<file path="src/rtl/rr16_pkg.sv">
// Shared types and sizes for the 16-way round-robin selector scheduler.
package rr16_pkg;
  localparam int N_REQ = 16;
  localparam int IDX_W = 4;
  localparam int CNT_W = 8;

  typedef enum logic [1:0] {IDLE, GRANT, GAP} state_t;
endpackage

</file>
<file path="src/rtl/rr16_pick.sv">
// Combinational round-robin pick: first set request at or above ptr, wrapping 15 -> 0.
module rr16_pick
  import rr16_pkg::*;
(
  input  logic [N_REQ-1:0] req,
  input  logic [IDX_W-1:0] ptr,
  output logic [IDX_W-1:0] idx,
  output logic             valid
);
  logic [2*N_REQ-1:0] dbl;
  logic [N_REQ-1:0]   rot;
  logic [IDX_W-1:0]   enc;

  // Rotate so ptr lands on bit 0, then the lowest set bit is the winner.
  assign dbl = {req, req};
  assign rot = dbl[ptr +: N_REQ];

  always_comb begin
    enc = '0;
    for (int i = N_REQ - 1; i >= 0; i--) begin
      if (rot[i]) enc = IDX_W'(i);
    end
  end

  assign idx   = enc + ptr;
  assign valid = |req;
endmodule

</file>
<file path="src/rtl/rr16_grant_sched.sv">
// Round-robin grant scheduler driving the 4-to-16 selector address/disable lines.
// Optional one-cycle dead gap between owners when RR16_GAP_EN is defined.
module rr16_grant_sched
  import rr16_pkg::*;
#(
  parameter int HOLD_MAX = 4
) (
  input  logic             clk,
  input  logic             rst,
  input  logic             en,
  input  logic [N_REQ-1:0] req,
  output logic [N_REQ-1:0] grant,
  output logic [IDX_W-1:0] addr,
  output logic             dis,
  output logic             busy
);
  localparam logic [CNT_W-1:0] HOLD = CNT_W'(HOLD_MAX);

  state_t             state_q, state_d;
  logic [IDX_W-1:0]   owner_q, owner_d;
  logic [IDX_W-1:0]   ptr_q, ptr_d;
  logic [CNT_W-1:0]   cnt_q, cnt_d;
  logic [N_REQ-1:0]   grant_q, grant_d;
  logic [IDX_W-1:0]   pick_ptr, pick_idx;
  logic               pick_vld;
  logic [N_REQ-1:0]   others;
  logic               rel;

  // In GRANT the pick is only consumed on release, where ptr becomes owner+1.
  assign pick_ptr = (state_q == GRANT) ? owner_q + IDX_W'(1) : ptr_q;

  rr16_pick u_pick (
    .req   (req),
    .ptr   (pick_ptr),
    .idx   (pick_idx),
    .valid (pick_vld)
  );

  assign others = req & ~(N_REQ'(1) << owner_q);
  assign rel    = !req[owner_q] || ((cnt_q >= HOLD) && (|others));

  always_comb begin
    state_d = state_q;
    owner_d = owner_q;
    ptr_d   = ptr_q;
    cnt_d   = cnt_q;
    case (state_q)
      GRANT: begin
        if (!en) begin
          state_d = IDLE;
          cnt_d   = '0;
        end else if (rel) begin
          ptr_d = owner_q + IDX_W'(1);
`ifdef RR16_GAP_EN
          state_d = GAP;
          cnt_d   = '0;
`else
          if (pick_vld) begin
            owner_d = pick_idx;
            cnt_d   = CNT_W'(1);
          end else begin
            state_d = IDLE;
            cnt_d   = '0;
          end
`endif
        end else if (cnt_q != '1) begin
          cnt_d = cnt_q + CNT_W'(1);
        end
      end
      default: begin
        if (en && pick_vld) begin
          state_d = GRANT;
          owner_d = pick_idx;
          cnt_d   = CNT_W'(1);
        end else begin
          state_d = IDLE;
        end
      end
    endcase
    grant_d = (state_d == GRANT) ? (N_REQ'(1) << owner_d) : '0;
  end

  always_ff @(posedge clk) begin
    if (!rst) begin
      state_q <= IDLE;
      owner_q <= '0;
      ptr_q   <= '0;
      cnt_q   <= '0;
      grant_q <= '0;
    end else begin
      state_q <= state_d;
      owner_q <= owner_d;
      ptr_q   <= ptr_d;
      cnt_q   <= cnt_d;
      grant_q <= grant_d;
    end
  end

  assign grant = grant_q;
  assign addr  = owner_q;
  assign busy  = (state_q == GRANT);
  assign dis   = ~busy;
endmodule

</file>
<file path="config.mk">
export PLATFORM = sky130hd
export DESIGN_NAME = rr16_grant_sched
export DESIGN_NICKNAME = d
export VERILOG_FILES = /design/src/rtl/rr16_pkg.sv /design/src/rtl/rr16_pick.sv /design/src/rtl/rr16_grant_sched.sv
export SDC_FILE = /design/constraint.sdc
export NUM_CORES = 1
export LEC_CHECK = 0
export ABC_AREA = 1
export BUFFER_PORTS_ARGS = -buffer_cell sky130_fd_sc_hd__buf_2
export CAP_MARGIN = 20
export CORE_MARGIN = 2
export CORE_UTILIZATION = 45
export CTS_CLUSTER_SIZE = 28
export DETAILED_ROUTE_END_ITERATION = 12
export SLEW_MARGIN = 40
export SYNTH_ARGS = -nofsm -noshare
export SYNTH_HDL_FRONTEND = slang
export SYNTH_HIERARCHICAL = 1
export SYNTH_SLANG_ARGS = --single-unit
</file>
<file path="constraint.sdc">
create_clock -name clk -period 10.1 [get_ports clk]
set_input_delay 0.505 -clock clk [delete_from_list [all_inputs] [get_ports clk]]
set_output_delay 0.505 -clock clk [all_outputs]
set_load 0.1 [all_outputs]
</file>
==> results.json, run 1 <==
{
  "status": "finished, final reports clean",
  "synthesis.instances": 524,
  "fin_tns_setup_ns": 0,
  "timing.final.setup_violations": 0,
  "first_iter_violations": 125,
  "hold_path.startpoint": "ptr_q[1]$_SDFFE_PN0P_",
  "maxSlewViolCount": 0,
  "timing.slew.headroom_pct": 49.6,
  "row_count": 31,
  "yosysMostFrequentCell": "sky130_fd_sc_hd__nand2_1",
  "cts-buffers-inserted": 5,
  "timing.max_cap.violations": 0,
  "synth_edf_count": 0,
  "postRouteWirelength_um": 8920,
  "worst_hold_endpoint": "ptr_q[1]$_SDFFE_PN0P_",
  "initial_antenna_violation_count": 0,
  "power.static_leakage_nw": 1.77,
  "timing.hold.worst.class": "register to register",
  "cpMaxStageDelayCell": "sky130_fd_sc_hd__nor2_2",
  "timing.critical_path.slowest_cell_delay_ns": 0.45,
  "diodes": 0,
  "drt_drc_violations_left": 0,
  "synthesis.yosys.warnings": 6,
  "global_route.overflow_total": 0,
  "grt_total_usage_pct": 23.7,
  "dp.final_hpwl_um": 6970,
  "timing_worst_slew_pin_value_ns": 0.754,
  "grt_pass1_vias": 3182,
  "number_of_vias_per_cell_after_detailed_routing": 5.11,
  "grt_max_degree": 26,
  "finalWorstPathRequiredPeriod_ns": 4.84,
  "post_cts_buffers": 0,
  "clk_pin_slew_worst_paths_ns": 0.07,
  "cpMostUsedCell": "sky130_fd_sc_hd__nand2_1",
  "synth_top_cell_by_area": "sky130_fd_sc_hd__dfxtp_1",
  "synth_area_leaders": "sky130_fd_sc_hd__dfxtp_1, sky130_fd_sc_hd__nand2_1, sky130_fd_sc_hd__nand3_1, sky130_fd_sc_hd__nor2_1, sky130_fd_sc_hd__nand3_2",
  "final_layout_size_suffix_gt1_share_pct": 19.6,
  "irDropWorstVdd_mv": 0.138,
  "clock_latency_ns": 0.29,
  "rsz0062_at_grt": "false",
  "worst-setup-path-type": "register to register",
  "chipHeight_um": 89.1,
  "finalCoreUtilization_pct": 50.4,
  "setup.worst_path.start_class": "register",
  "post_synth_most_frequent_cells": "sky130_fd_sc_hd__nand2_1, sky130_fd_sc_hd__nand3_1, sky130_fd_sc_hd__nor2_1",
  "die-area_sq_mm": 0.00794,
  "async_reset_ff_share_pct": 0,
  "cts_max_level": 2,
  "post_cts_hold_buffer_count": 0,
  "ff2ff_setup_slack_ns": 5.26,
  "design.final.nets": 587,
  "dr_total_vias": 3350,
  "synth.cell_area_sq_mm": 0.00326,
  "r2r-start": "state_q[0]$_SDFF_PN0_",
  "initial_core_util_pct": 45.7,
  "drt-pass1-iter-count": 5,
  "ant_nets": 0,
  "ys_types": 43,
  "globalplace.congestion": 0.844,
  "crit_arrival_ns": 5.02,
  "reg2reg_to": "grant[1]$_SDFF_PP0_",
  "post_cts_resize_count": 0,
  "worst_clk_skew_ns": 0.00629,
  "synth_top_cell_area_share_pct": 20.9,
  "post_drt_wl_per_cell_um": 13.6,
  "grt_first_pass_wirelength_um": 15000,
  "ys_seq_elements": 34,
  "timing.hold.worst_path_depth": 2,
  "clock_tree_from_tritoncts": "done",
  "dieWidth_um": 89.1,
  "postSynthNetCount": 555,
  "avgSynthCellArea_sq_um": 6.22,
  "cp_max_fo": 18,
  "coreArea_sq_mm": 0.00714,
  "synth.yosys.seq_area_share_pct": 20.9,
  "num_io_pins": 41,
  "endpoint_kind": "register",
  "area_growth_syn_to_layout_pct": 10.4,
  "power-per-cell-area_mw_per_mm2": 150,
  "clock_path_buffers": 2,
  "timing_hold_violations_final": 0,
  "highest_clock_rate_ghz": 0.207,
  "cts_sinks": 34,
  "worst-endpoint-required_ns": 10.28,
  "yosys_most_used_dff": "sky130_fd_sc_hd__dfxtp_1",
  "clock_tree.root_cell": "sky130_fd_sc_hd__clkbuf_8",
  "reg2regPathDepth": 28,
  "period_share_pct": 47.9,
  "port_buffers": 40
}
==> worst max-delay path: cells and delay by family, from the launching register on <==
family | cells | cell delay, ns
xor+xnor | 2 | 0.39
fa+ha+maj | 1 | 0.29
buf+inv | 5 | 0.75
compound gates | 5 | 0.89
flops | 1 | 0.31
simple gates | 15 | 2.07
==> worst max path at each step <==
stage,start,endpoint,slack [ns],cells past startpoint
2_1_floorplan,state_q[0]$_SDFF_PN0_,grant[15]$_SDFF_PN0_,5.32,33
3_3_place_gp,state_q[0]$_SDFF_PN0_,grant[15]$_SDFF_PN0_,5.08,35
3_5_place_dp,state_q[0]$_SDFF_PN0_,grant[3]$_SDFF_PP0_,5.32,28
4_1_cts,state_q[0]$_SDFF_PN0_,grant[1]$_SDFF_PP0_,5.28,28
5_1_grt,state_q[0]$_SDFF_PN0_,grant[15]$_SDFF_PN0_,4.68,34
6_report,state_q[0]$_SDFF_PN0_,grant[1]$_SDFF_PP0_,5.26,28
==> where the power goes <==
group,internal [mW],switching (mW)
sequential,0.140,0.0102
combinational,0.0694,0.167
clock,0.105,0.0489
total,0.315,0.227
==> area by class of cell <==
type,count,area [sq um]
well taps,99,124
fillers,777,3540
repair buffers,42,215
inverters,51,205
multi-input cells,422,2230
flip-flops and latches,34,681
clock inverters,2,60.1
clock buffers,6,82.6
==> per-layer routing <==
layer / up-vias / routed length (um) / track usage (%)
met2: 77 / 4360 / 43.2
met3: 6 / 348 / 2.31
li1: 1777 / - / -
met4: 0 / 62 / 5.70
met5: - / 0 / 0
met1: 1490 / 4150 / 29.9
==> placed cells by master, fill, tap and decap left out, drive strengths merged, types with 3 or more instances in the layout <==
cell type    n
o211ai       4
dfxtp       34
nor2        49
clkinv       4
nand3       94
nor4         5
inv         47
o21ai       28
xor2         6
buf         42
nand4        3
ha          11
nand2      182
o22ai        3
a21oi       21
clkbuf       6
==> cells by family (layout without fill, tap and decap cells) <==
| family | Yosys count | in the layout | synth area share, % |
|---|---|---|---|
| and+or+nand+nor | 339 | 339 | 49.9 |
| buffers and inverters | 68 | 101 | 10.8 |
| AOI/OAI and AO/OA | 62 | 62 | 11.4 |
| DFF | 34 | 34 | 20.9 |
| adders and majority gates | 12 | 12 | 4.84 |
| xor gates and xnor gates | 8 | 8 | 2.15 |
| other | 1 | 1 | 0.115 |
==> per-stage QoR <==
step / setup WS, ns / cell area (sq um) / std cells / power, mW / hold slack (ns)
2_1_floorplan: 5.32 / 3260 / 524 / 0.343 / 0.424
3_3_place_gp: 5.08 / 3450 / 648 / 0.388 / 0.439
3_5_place_dp: 5.32 / 3450 / 648 / 0.390 / 0.450
4_1_cts: 5.28 / 3600 / 656 / 0.545 / 0.459
5_1_grt: 4.68 / 3600 / 656 / 0.579 / 0.486
6_report: 5.26 / 3600 / 656 / 0.541 / 0.454
==> sequential cells by signal, summed over array words and instances, names as in the netlist <==
signal   flops
grant       16
ptr_q        4
state_q      2
addr         4
cnt_q        8
Power figures use the tool's default switching activity.
==> inputs of run 2 (changes only) <==
==> constraint.sdc (replaced) <==
create_clock -name clk -period 4.95 [get_ports clk]
set_input_delay 0.2475 -clock clk [delete_from_list [all_inputs] [get_ports clk]]
set_output_delay 0.2475 -clock clk [all_outputs]
set_load 0.1 [all_outputs]
==> run 2 against run 1 <==
  * Cell area rose by 0.28%
  * Highest routed layer unchanged
  * Combinational power rose by 110%
  * Clock power rose by 39%
  * Utilization rose by 0.14 points
  * Sequential power rose by 96%
  * Largest cell class unchanged
  * Count of clock-buffer cells in the layout did not move
  * Setup slack got worse by 4.7 ns
  * Critical path depth rose by 9
  * Largest power group unchanged
  * Final cell count rose by 1.2%
  * Fmax rose by 10%
  * Hold slack got worse by 0.21 ns
  * Sequential share of layout area fell by 0.053 points
==> results.json, run 2 (synthesis results as in run 1) <==
{
  "crit_arrival_ns": 4.61,
  "cts_sinks": 34,
  "worst-setup-path-type": "register to register",
  "final_layout_size_suffix_gt1_share_pct": 20.5,
  "post_drt_wl_per_cell_um": 13.4,
  "highest_clock_rate_ghz": 0.228,
  "grt_max_degree": 26,
  "globalplace.congestion": 0.900,
  "status": "finished, final reports clean",
  "setup.worst_path.start_class": "register",
  "final_cell_count_no_fill": 664,
  "initial_antenna_violation_count": 0,
  "post_cts_resize_count": 0,
  "timing.slew.headroom_pct": 61.8,
  "postRouteWirelength_um": 8930,
  "timing_hold_violations_final": 0,
  "clock_tree_from_tritoncts": "done",
  "clock_tree.root_cell": "sky130_fd_sc_hd__clkbuf_8",
  "post_cts_buffers": 0,
  "maxSlewViolCount": 0,
  "design.final.nets": 595,
  "cpMostUsedCell": "sky130_fd_sc_hd__nand2_1",
  "chipHeight_um": 89.1,
  "place_ws_ns": 0.598,
  "grt_first_pass_wirelength_um": 15100,
  "ant_nets": 0,
  "grt_pass1_vias": 3131,
  "clock_path_buffers": 2,
  "endpoint_kind": "register",
  "rsz0062_at_grt": "false",
  "dp.final_hpwl_um": 6980,
  "timing.max_cap.violations": 0,
  "fin_tns_setup_ns": 0,
  "coreArea_sq_mm": 0.00714,
  "irDropWorstVdd_mv": 0.200,
  "largest_reg_flops": 16,
  "initial_core_util_pct": 45.7,
  "power-per-cell-area_mw_per_mm2": 280,
  "layout_common_cells": "sky130_fd_sc_hd__nand2_1, sky130_fd_sc_hd__nand3_1, sky130_fd_sc_hd__nor2_1",
  "cpMaxStageDelayCell": "sky130_fd_sc_hd__fa_1",
  "global_route.overflow_total": 0,
  "row_count": 31,
  "finalWorstPathRequiredPeriod_ns": 4.39,
  "timing.final.setup_violations": 0,
  "power.static_leakage_nw": 1.79,
  "port_buffers": 40,
  "timing.hold.worst.class": "input port to register",
  "grt_total_usage_pct": 24.2,
  "timing.critical_path.slowest_cell_delay_ns": 0.47,
  "period_share_pct": 88.7,
  "worst-endpoint-required_ns": 5.17,
  "timing_worst_slew_pin_value_ns": 0.572,
  "dp.cells": 656,
  "cts_max_level": 2,
  "diodes": 0,
  "drt_drc_violations_left": 0,
  "fillCellCount": 793,
  "area_growth_syn_to_layout_pct": 10.7,
  "first_iter_violations": 157,
  "worst_clk_skew_ns": 0.00619,
  "die-area_sq_mm": 0.00794,
  "sequential_cell_area_sq_um": 681,
  "dieWidth_um": 89.1,
  "ff2ff_setup_slack_ns": 0.56,
  "cp_max_fo": 16,
  "num_io_pins": 41,
  "layout_commonest_cell": "sky130_fd_sc_hd__nand2_1",
  "number_of_vias_per_cell_after_detailed_routing": 5.19,
  "hold-worst-slack_ns": 0.246,
  "multi_input_comb_area_sq_mm": 0.00223,
  "finalCoreUtilization_pct": 50.5,
  "drt-pass1-iter-count": 5,
  "cts-buffers-inserted": 5,
  "dr_total_vias": 3446,
  "post_cts_hold_buffer_count": 0,
  "clk_pin_slew_worst_paths_ns": 0.07,
  "worst_slack_ns": 0.560,
  "clock_latency_ns": 0.28
}
==> run 2: cell types whose count changed in the layout (fill, tap and decap cells not counted) <==
cell / change
sky130_fd_sc_hd__buf_4: +8
sky130_fd_sc_hd__bufinv_16: -2
sky130_fd_sc_hd__clkinv_2: +1
sky130_fd_sc_hd__clkinvlp_4: +1
sky130_fd_sc_hd__nor2_1: +1
sky130_fd_sc_hd__nor2_2: -1
sky130_fd_sc_hd__o21ai_0: +1
sky130_fd_sc_hd__o21ai_1: -1
==> run 2: final cells by class <==
class / count / share of cell area [%]
flip-flops and latches: 34 / 18.9
clock buffers: 6 / 2.29
well taps: 99 / 3.43
multi-input cells: 422 / 61.7
clock inverters: 2 / 0.347
inverters: 51 / 5.69
repair buffers: 50 / 7.63
==> run 2: power breakdown <==
part	switching, mW	leakage [nW]	total, mW	internal [mW]
clock network	0.103	0.0472	0.214	0.112
registers	0.00775	0.277	0.294	0.286
logic	0.355	1.46	0.504	0.149
total	0.465	1.79	1.01	0.546
==> run 2: final timing paths <==
check / start / end / cells after the start
min reg2reg: ptr_q[3]$_SDFFE_PN0P_ / ptr_q[3]$_SDFFE_PN0P_ / 2
max: state_q[0]$_SDFF_PN0_ / grant[4]$_SDFF_PP0_ / 37
max reg2reg: state_q[0]$_SDFF_PN0_ / grant[4]$_SDFF_PP0_ / 37
min: rst / cnt_q[7]$_SDFFE_PN0P_ / 3
==> run 2: stage by stage <==
| stage | instance area [sq um] | power [mW] |
|---|---|---|
| floorplan | 3260 | 0.700 |
| global placement | 3510 | 0.801 |
| detailed placement | 3510 | 0.801 |
| CTS | 3610 | 1.02 |
| global route | 3610 | 1.09 |
| finish | 3610 | 1.01 |
==> run 2: routing by layer <==
metal	global-route usage, %	share of wire, %	wire length, um
met5	0	0	0
met4	5.83	0.88	79
met3	2.49	4.9	441
met2	42.8	49	4390
met1	31.7	45	4020
==> run 2: critical path: cells and delay by family, from the launching register on <==
kind	cells	cell delay, ns
simple gates	29	2.46
flops	1	0.31
buf+inv	4	0.55
fa+ha+maj	2	0.71
compound gates	2	0.30
==> inputs of run 3 (changes only) <==
--- a/config.mk
+++ b/config.mk
@@ -5,7 +5,6 @@
 export SDC_FILE = /design/constraint.sdc
 export NUM_CORES = 1
 export LEC_CHECK = 0
-export ABC_AREA = 1
 export BUFFER_PORTS_ARGS = -buffer_cell sky130_fd_sc_hd__buf_2
 export CAP_MARGIN = 20
 export CORE_MARGIN = 2
==> run 3 against run 2 <==
  * Via count decreased by 19%
  * Register-to-register slack got worse by 0.32 ns
  * Sequential share of layout area decreased by 0.59 points
  * Critical path depth decreased by 18
  * Clock skew increased by 0.0033 ns
  * Fmax decreased by 6.7%
  * Wire length decreased by 8.6%
  * Largest cell class unchanged
  * Highest routed layer unchanged
==> results.json, run 3 <==
{
  "yosysMostFrequentCell": "sky130_fd_sc_hd__dfxtp_1",
  "async_reset_ff_share_pct": 0,
  "row_count": 30,
  "timing.slew.headroom_pct": 39.4,
  "ant_nets": 0,
  "port_buffers": 40,
  "synthesis.yosys.warnings": 6,
  "synth_top_cell_by_area": "sky130_fd_sc_hd__dfxtp_1",
  "dp.cells": 459,
  "status": "finished, final reports clean",
  "endpoint_kind": "register",
  "fillCellCount": 642,
  "synth.cell_area_sq_mm": 0.00325,
  "worst_slack_ns": 0.243,
  "grt_pass1_vias": 2605,
  "highest_clock_rate_ghz": 0.212,
  "final_layout_size_suffix_gt1_share_pct": 36.8,
  "crit_arrival_ns": 4.84,
  "clk_pin_slew_worst_paths_ns": 0.07,
  "layout_commonest_cell": "sky130_fd_sc_hd__buf_2",
  "clock_tree.root_cell": "sky130_fd_sc_hd__clkbuf_8",
  "power.static_leakage_nw": 1.46,
  "synth_edf_count": 0,
  "chipHeight_um": 89.0,
  "num_io_pins": 41,
  "initial_antenna_violation_count": 0,
  "post_cts_hold_buffer_count": 0,
  "timing_worst_slew_pin_value_ns": 0.906,
  "place_area_sq_mm": 0.00357,
  "ys_seq_elements": 34,
  "synth_area_leaders": "sky130_fd_sc_hd__dfxtp_1, sky130_fd_sc_hd__mux4_2, sky130_fd_sc_hd__mux4_1, sky130_fd_sc_hd__mux2i_1, sky130_fd_sc_hd__ha_1",
  "maxSlewViolCount": 0,
  "clock_latency_ns": 0.28,
  "grt_first_pass_wirelength_um": 13400,
  "timing.hold.worst_path_depth": 2,
  "cp_max_fo": 18,
  "cts-buffers-inserted": 5,
  "first_iter_violations": 265,
  "timing.hold.worst.class": "input port to register",
  "synth.yosys.seq_area_share_pct": 21.0,
  "design.final.nets": 402,
  "period_share_pct": 95.1,
  "number_of_vias_per_cell_after_detailed_routing": 5.95,
  "worst_clk_skew_ns": 0.00947,
  "post_synth_most_frequent_cells": "sky130_fd_sc_hd__dfxtp_1, sky130_fd_sc_hd__nand2_1, sky130_fd_sc_hd__mux2i_1",
  "clock_tree_from_tritoncts": "done",
  "timing.max_cap.violations": 0,
  "initial_core_util_pct": 47.0,
  "diodes": 0,
  "dieWidth_um": 89.0,
  "globalplace.congestion": 0.896,
  "reg2regPathDepth": 19,
  "synthesis.instances": 329,
  "avgSynthCellArea_sq_um": 9.87,
  "dr_total_vias": 2786,
  "ys_types": 72,
  "cts_max_level": 2,
  "timing.final.setup_violations": 0,
  "timing_hold_violations_final": 0,
  "final_cell_count_no_fill": 468,
  "global_route.overflow_total": 0,
  "post_drt_wl_per_cell_um": 17.4,
  "postSynthNetCount": 360,
  "worst-setup-path-type": "register to register",
  "area_growth_syn_to_layout_pct": 16.8,
  "worst-endpoint-required_ns": 5.09,
  "coreArea_sq_mm": 0.00691,
  "drt-pass1-iter-count": 4,
  "largest_reg_flops": 16,
  "grt_total_usage_pct": 21.7,
  "finalWorstPathRequiredPeriod_ns": 4.71,
  "setup.worst_path.start_class": "register",
  "clock_path_buffers": 2,
  "cts_sinks": 34,
  "die-area_sq_mm": 0.00791,
  "layout_common_cells": "sky130_fd_sc_hd__buf_2, sky130_fd_sc_hd__nand2_1, sky130_fd_sc_hd__dfxtp_1",
  "postRouteWirelength_um": 8160,
  "synth_top_cell_area_share_pct": 21.0,
  "hold-worst-slack_ns": 0.350,
  "place_ws_ns": -0.00886,
  "power-per-cell-area_mw_per_mm2": 281,
  "drt_drc_violations_left": 0,
  "dp.final_hpwl_um": 6180,
  "cell_area_after_layout_sq_mm": 0.00379,
  "fin_tns_setup_ns": 0,
  "irDropWorstVdd_mv": 0.185,
  "yosys_most_used_dff": "sky130_fd_sc_hd__dfxtp_1",
  "power.total_mw": 1.07,
  "finalCoreUtilization_pct": 54.9,
  "grt_max_degree": 21
}
run 3: layer usage:
layer / share of wire [%] / vias up / track usage, %
li1: - / 1364 / -
met1: 45 / 1342 / 30.2
met2: 50 / 76 / 36.4
met3: 4.4 / 4 / 3.69
met4: 0.56 / 0 / 3.12
met5: 0 / - / 0
run 3: what timing repair did:
action,in CTS,in global routing
pin swaps,0,4
endpoints found under the setup margin,4,17
buffers inserted,0,1
hold endpoints to repair,0,0
resized for setup,1,30
run 3: worst paths after layout:
check / startpoint / endpoint / slack [ns]
worst min-delay path: rst / ptr_q[3]$_SDFFE_PN0P_ / 0.35
worst min register to register: ptr_q[2]$_SDFFE_PN0P_ / ptr_q[2]$_SDFFE_PN0P_ / 0.50
worst max-delay path: addr[1]$_SDFF_PN0_ / grant[6]$_SDFF_PP0_ / 0.24
worst max register to register: addr[1]$_SDFF_PN0_ / grant[6]$_SDFF_PP0_ / 0.24
run 3: layout make-up:
class                   instances  area (sq um)  share of cell area, %
inverters                      14          52.6                   1.39
well taps                      96           120                   3.17
clock buffers                   7          86.3                   2.28
repair buffers                 53           318                   8.38
flip-flops and latches         34           693                   18.3
multi-input cells             263          2490                   65.7
clock inverters                 1          30.0                  0.792
run 3: critical path, stage by stage, from the launching register on:
cell,delay (ns)
sky130_fd_sc_hd__dfxtp_4,0.40
sky130_fd_sc_hd__inv_1,0.09
sky130_fd_sc_hd__ha_1,0.31
sky130_fd_sc_hd__nand2_1,0.06
sky130_fd_sc_hd__nand2_1,0.10
sky130_fd_sc_hd__buf_12,0.18
sky130_fd_sc_hd__mux4_1,0.64
sky130_fd_sc_hd__mux4_2,0.51
sky130_fd_sc_hd__or2_4,0.29
sky130_fd_sc_hd__nor2_1,0.11
sky130_fd_sc_hd__o21ai_1,0.08
sky130_fd_sc_hd__a31oi_2,0.24
sky130_fd_sc_hd__ha_1,0.27
sky130_fd_sc_hd__a21o_1,0.17
sky130_fd_sc_hd__a21oi_1,0.16
sky130_fd_sc_hd__xnor2_1,0.11
sky130_fd_sc_hd__xnor2_2,0.30
sky130_fd_sc_hd__nor2b_1,0.09
sky130_fd_sc_hd__mux2i_1,0.37
sky130_fd_sc_hd__nor4_1,0.08
run 3: power by group:
group | switching [mW] | leakage [nW] | internal (mW) | total (mW)
Sequential | 0.00965 | 0.278 | 0.287 | 0.297
Clock | 0.0984 | 0.0585 | 0.164 | 0.263
Combinational | 0.315 | 1.12 | 0.193 | 0.508
Total | 0.423 | 1.46 | 0.644 | 1.07
run 3: cell families after synthesis:
| kind of cell | count (synthesis) | share of synthesized area [%] |
|---|---|---|
| muxes | 61 | 30.6 |
| and+or+nand+nor | 121 | 20.9 |
| buffers and inverters | 32 | 5.39 |
| AOI/OAI and AO/OA | 64 | 16.1 |
| xor gates and xnor gates | 4 | 1.08 |
| adders and majority gates | 12 | 4.85 |
| DFF | 34 | 21.0 |
| other | 1 | 0.115 |
